===== src/rtl/mips_fetch_pkg.sv =====
// Shared types and constants for the MIPS instruction fetch stage.
package mips_fetch_pkg;

   localparam int MIPS_WORD_W      = 32;
   localparam int MIPS_INSTR_BYTES = 4;

   localparam logic [MIPS_WORD_W-1:0] MIPS_NOP = 32'h0000_0000;

   typedef struct packed {
      logic [MIPS_WORD_W-1:0] pc;
      logic [MIPS_WORD_W-1:0] word;
   } fetch_entry_t;

   function automatic logic [MIPS_WORD_W-1:0] word_align(
      input logic [MIPS_WORD_W-1:0] a
   );
      return a & ~32'h3;
   endfunction

endpackage


===== src/rtl/mips_fetch_fifo.sv =====
// Small in-order FIFO with synchronous flush; used for the
// instruction queue and for the in-flight address queue.
module mips_fetch_fifo
   import mips_fetch_pkg::*;
#(
   parameter int DEPTH = 4,
   parameter int W     = 32,
   localparam int AW   = $clog2(DEPTH)
) (
   input  logic          clk,
   input  logic          nrst,
   input  logic          flush,
   input  logic          push,
   input  logic          pop,
   input  logic [W-1:0]  din,
   output logic [W-1:0]  head,
   output logic [AW:0]   count
);

   logic [W-1:0]  mem [DEPTH];
   logic [AW-1:0] rd_ptr;
   logic [AW-1:0] wr_ptr;

   assign head = mem[rd_ptr];

   always_ff @(posedge clk) begin
      if (!nrst) begin
         rd_ptr <= '0;
         wr_ptr <= '0;
         count  <= '0;
      end else if (flush) begin
         rd_ptr <= '0;
         wr_ptr <= '0;
         count  <= '0;
      end else begin
         if (push)
            wr_ptr <= wr_ptr + AW'(1);
         if (pop)
            rd_ptr <= rd_ptr + AW'(1);
         count <= count + (AW+1)'(push) - (AW+1)'(pop);
      end
   end

   // Storage needs no reset; outputs are qualified by count.
   always_ff @(posedge clk) begin
      if (nrst && !flush && push)
         mem[wr_ptr] <= din;
   end

endmodule


===== src/rtl/mips_fetch_unit.sv =====
// MIPS fetch stage: PC, pipelined imem requests, in-order queue.
// Optional MIPS_FETCH_BYPASS_EN forwards responses into an empty queue.
module mips_fetch_unit
   import mips_fetch_pkg::*;
#(
   parameter logic [31:0] RESET_PC = 32'h0000_0000,
   parameter int          DEPTH    = 4
) (
   input  logic                   clk,
   input  logic                   nrst,
   input  logic                   redirect,
   input  logic [MIPS_WORD_W-1:0] redirect_pc,
   output logic                   imem_req,
   output logic [MIPS_WORD_W-1:0] imem_addr,
   input  logic                   imem_gnt,
   input  logic                   imem_rvalid,
   input  logic [MIPS_WORD_W-1:0] imem_rdata,
   output logic                   inst_valid,
   output logic [MIPS_WORD_W-1:0] inst,
   output logic [MIPS_WORD_W-1:0] inst_pc,
   input  logic                   inst_ready
);

   localparam int CW = $clog2(DEPTH) + 1;
   localparam logic [CW:0] FULL = (CW+1)'(DEPTH);

   logic [MIPS_WORD_W-1:0] fetch_pc;
   logic [CW-1:0]          outstanding;
   logic [CW-1:0]          discard;
   logic [CW-1:0]          q_count;
   logic [CW-1:0]          pcq_count;
   logic [MIPS_WORD_W-1:0] pcq_head;
   fetch_entry_t           q_head;
   fetch_entry_t           q_din;
   logic                   rv;
   logic                   keep;
   logic                   gnt;
   logic                   q_push;
   logic                   q_pop;
   logic                   pcq_pop;

   // Responses with nothing outstanding are protocol errors and ignored.
   assign rv   = imem_rvalid && (outstanding != '0);
   assign keep = rv && (discard == '0) && !redirect;

   assign imem_req = nrst && !redirect &&
                     (({1'b0, q_count} + {1'b0, outstanding}) < FULL);
   assign imem_addr = fetch_pc;
   assign gnt       = imem_req && imem_gnt;

   assign pcq_pop = keep && (pcq_count != '0);
   assign q_din   = '{pc: pcq_head, word: imem_rdata};

`ifdef MIPS_FETCH_BYPASS_EN
   logic byp;

   assign byp        = keep && (q_count == '0);
   assign inst_valid = (q_count != '0) || byp;
   assign inst       = byp ? imem_rdata :
                       (q_count != '0) ? q_head.word : MIPS_NOP;
   assign inst_pc    = byp ? pcq_head :
                       (q_count != '0) ? q_head.pc : '0;
   assign q_pop      = (q_count != '0) && inst_ready;
   assign q_push     = keep && !(byp && inst_ready);
`else
   assign inst_valid = (q_count != '0);
   assign inst       = inst_valid ? q_head.word : MIPS_NOP;
   assign inst_pc    = inst_valid ? q_head.pc : '0;
   assign q_pop      = inst_valid && inst_ready;
   assign q_push     = keep;
`endif

   always_ff @(posedge clk) begin
      if (!nrst) begin
         fetch_pc    <= RESET_PC;
         outstanding <= '0;
         discard     <= '0;
      end else if (redirect) begin
         // Everything still in flight after this cycle is stale.
         fetch_pc    <= word_align(redirect_pc);
         outstanding <= outstanding - CW'(rv);
         discard     <= outstanding - CW'(rv);
      end else begin
         if (gnt)
            fetch_pc <= fetch_pc + 32'(MIPS_INSTR_BYTES);
         outstanding <= outstanding + CW'(gnt) - CW'(rv);
         if (rv && (discard != '0))
            discard <= discard - CW'(1);
      end
   end

   mips_fetch_fifo #(
      .DEPTH (DEPTH),
      .W     ($bits(fetch_entry_t))
   ) u_inst_q (
      .clk   (clk),
      .nrst  (nrst),
      .flush (redirect),
      .push  (q_push),
      .pop   (q_pop),
      .din   (q_din),
      .head  (q_head),
      .count (q_count)
   );

   mips_fetch_fifo #(
      .DEPTH (DEPTH),
      .W     (MIPS_WORD_W)
   ) u_pc_q (
      .clk   (clk),
      .nrst  (nrst),
      .flush (redirect),
      .push  (gnt),
      .pop   (pcq_pop),
      .din   (fetch_pc),
      .head  (pcq_head),
      .count (pcq_count)
   );

endmodule


===== config.mk =====
export PLATFORM = sky130hd
export DESIGN_NAME = mips_fetch_unit
export DESIGN_NICKNAME = d
export VERILOG_FILES = /design/src/rtl/mips_fetch_pkg.sv /design/src/rtl/mips_fetch_fifo.sv /design/src/rtl/mips_fetch_unit.sv
export SDC_FILE = /design/constraint.sdc
export NUM_CORES = 1
export LEC_CHECK = 0
export CORE_MARGIN = 10
export CORE_UTILIZATION = 35
export CTS_CLUSTER_SIZE = 25
export DETAILED_ROUTE_END_ITERATION = 12
export PLACE_DENSITY = 0.61
export SLEW_MARGIN = 10
export SYNTH_ARGS = -nofsm -noshare
export SYNTH_HDL_FRONTEND = slang
export SYNTH_SLANG_ARGS = --single-unit

===== constraint.sdc =====
create_clock -name clk -period 2.9 [get_ports clk]
set_input_delay 0.58 -clock clk [delete_from_list [all_inputs] [get_ports clk]]
set_output_delay 0.58 -clock clk [all_outputs]
set_load 0.01 [all_outputs]

==> metrics <==
clk slew on worst S/H paths=0.06 ns; Via density=5.02; Post-synth EDFFs=368; drt first pass iters=6; Worst VDD drop=0.439 mV; Ports=168; vias in the first global route=9,657; nets=1,263; worst reg2reg path endpoint=imem_addr[4]; Worst slew margin=42.2%; GRT Util Overall=13.4%; HPWL after DPL=24,200 um; area grow syn2layout=26.4%; HP Class=reg2reg; crit path cell chain=buf_4 -> mux4_2 -> and2_1 -> clkdlybuf4s50_1; Overall Power=13.8 mW; RSZ-0062 raised after global routing=yes; GR Util met2=21.8%; Initial DRC Count=655; largest net degree at the start of global routing=65; synth unique cells=62; met1 Use GR=17.6%; Setup Viol. Count Final=0; Die H=239 um; routed length per placed instance=21.2 um; ANT nets after route=0; Total Routed Length=38,600 um; Largest stage delay, worst path=0.50 ns; Core Footprint=47,500 um^2; Cells after Synth=932; Yosys warnings=0; Leak=7.07 nW; hold endpoint=u_pc_q.wr_ptr[1]; PortBufs=161; first-pass GRT wire length=58,600 um; Required @ worst endpoint=2.32 ns; Mapped Area=16,800 um^2; Initial Util=35.3%; Worst R2R Path Depth=8; share of cells above drive strength 1=22.5%; PD cells=650 nW/um^2; Final Max Slew Viols=0; CP Max Fanout=8; CTS tree=built; status=complete, no violations; sequential fraction of the synthesis area=72.4%; Worst setup EP type=output port; worst skew pair latency=0.55 ns; Max-Cap Viols=0; Die X-Extent=239 um; Hold Vio Cnt, Final=0; antenna cells=0; DR vias=9,119; FILL cells=4,126; most crowded layer after global routing=met2; Mapped Avg Cell Area=18.0 um^2; CP Launch Type=register; maximum root-to-sink buffer count=3; Post-synth ARST share=0%; Worst Min Path Start=u_pc_q.wr_ptr[1]; Clock Sinks=422; R2R Setup Slk=0.31 ns; Most used DFF post-synth=edfxtp_1; # rows=80; Tcrit/Tclk final=99.2%; Hold-fix buffers, CTS=0; initial antenna violation count=1; die outline area=57,100 um^2; placed cell count=1,716; Layout Skew=0.0160 ns; crit path DAT=2.30 ns; FF-to-FF Start=u_inst_q.count[1]; WHS Path Cells=2; Placer Congestion=0.818; post-route insts no fill=1,817; worst-margin pin slew=0.864 ns; #FFs+latches synth=422; commonest non-fill, non-tap cell in the layout=edfxtp_1; Crit Path Category=reg2out; H-tree Lvls=2; DRC=0; Final min period=2.88 ns; met3 Use GR=3.08%; CTS Buf Count=44; most frequent cells in the layout=368 x edfxtp_1, 102 x clkdlybuf4s50_1, 92 x mux4_2; maximum clock frequency=348 MHz; global route overflow=0; clock root cell=clkbuf_16; Slowest cell on crit path=mux4_2
-- power by group --
| group | switching (mW) | internal, mW |
|---|---|---|
| combinational | 0.768 | 0.725 |
| clock | 2.25 | 3.13 |
| sequential | 0.117 | 6.78 |
-- worst max-delay path, delay by kind of cell, from the launching register on --
| family | cells | cell delay (ns) |
|---|---|---|
| multiplexers | 1 | 0.50 |
| buffers and inverters | 2 | 0.65 |
| AND/OR/NAND/NOR | 1 | 0.17 |
| flip-flops | 1 | 0.42 |
-- final cells by class --
type / count / area [um^2] / share of cell area, %
clock inverters: 18 / 185 / 0.874
clock buffers: 61 / 1180 / 5.59
repair buffers: 236 / 2470 / 11.7
well taps: 615 / 769 / 3.63
flip-flops and latches: 422 / 12100 / 57.3
multi-input cells: 440 / 4350 / 20.5
inverters: 25 / 93.8 / 0.443
-- sequential cells by signal, indices dropped and copies added, names as in the netlist, 3 cells and up, named ones only --
| register | cells |
|---|---|
| u_pc_q.count | 3 |
| discard | 3 |
| u_pc_q.mem | 120 |
| imem_addr | 30 |
| u_inst_q.count | 3 |
| u_inst_q.mem | 248 |
| outstanding | 3 |
-- repair_timing --
action | CTS | global route
cloned | 4 | 3
resized for setup | 88 | 53
buffers inserted | 9 | 8
endpoints found under the setup margin | 63 | 32
-- worst max path at each step --
stage	startpoint	to	slack, ns	depth (start not counted)
2_1_floorplan	outstanding[2]	outstanding[2]	0.09	12
3_3_place_gp	redirect	imem_addr[14]	-0.09	8
3_5_place_dp	redirect	imem_addr[8]	-0.12	8
4_1_cts	register	inst_pc[17]	-0.15	4
5_1_grt	register	inst[12]	-0.07	6
6_report	register	inst_pc[27]	0.02	4
-- stage by stage --
| stage | TNS, ns | hold WS (ns) | area, um^2 | utilization [%] | setup slack (ns) |
|---|---|---|---|---|---|
| 6_report | 0 | 0.500 | 21200 | 44.6 | 0.0225 |
| 5_1_grt | -0.313 | 0.522 | 21200 | 44.6 | -0.0732 |
| 4_1_cts | -1.16 | 0.495 | 21100 | 44.4 | -0.153 |
| 3_5_place_dp | -1.23 | 0.487 | 19600 | 41.2 | -0.121 |
| 3_3_place_gp | -0.715 | 0.492 | 19600 | 41.2 | -0.0946 |
| 2_1_floorplan | 0 | 0.469 | 16800 | - | 0.0933 |
-- synthesized netlist by cell type, drive strengths merged (2+ instances only) --
library cell,n,area (um^2)
a21oi,29,145
a221o,2,20.0
a22oi,3,22.5
a32oi,7,61.3
and2,70,438
and3,11,68.8
and4,3,27.5
buf,17,105
clkbuf,31,118
dfxtp,54,1080
edfxtp,368,11100
fa,3,60.1
ha,21,263
inv,24,90.1
mux2i,3,30.0
mux4,92,2070
nand2,38,143
nand2b,3,18.8
nand3,18,90.1
nand4,7,65.1
nor2,30,113
nor2b,3,18.8
nor3,11,55.1
nor4,9,56.3
o211a,3,30.0
o211ai,7,52.6
o21ai,16,80.1
o22ai,3,18.8
o31ai,3,22.5
or3,6,43.8
xnor2,12,105
xor2,5,43.8
-- per-layer routing --
| layer | vias to the layer above | wire length [um] |
|---|---|---|
| li1 | 4177 | - |
| met1 | 4653 | 17400 |
| met2 | 240 | 18300 |
| met3 | 49 | 2260 |
| met4 | 0 | 648 |
| met5 | - | 0 |
-- kinds of logic (layout without fill, tap and decap cells) --
group / Yosys count / after routing / synth area share [%]
adder cells (fa/ha/maj): 24 / 24 / 1.93
other: 1 / 4 / 0.0224
AND/OR/NAND/NOR: 215 / 215 / 7.08
flip-flops: 422 / 422 / 72.4
AO/OA/AOI/OAI: 84 / 84 / 3.23
multiplexers: 96 / 96 / 12.6
XOR/XNOR: 17 / 17 / 0.888
buffers and inverters: 73 / 340 / 1.89
Note: power is estimated with default switching activity, not from simulation.
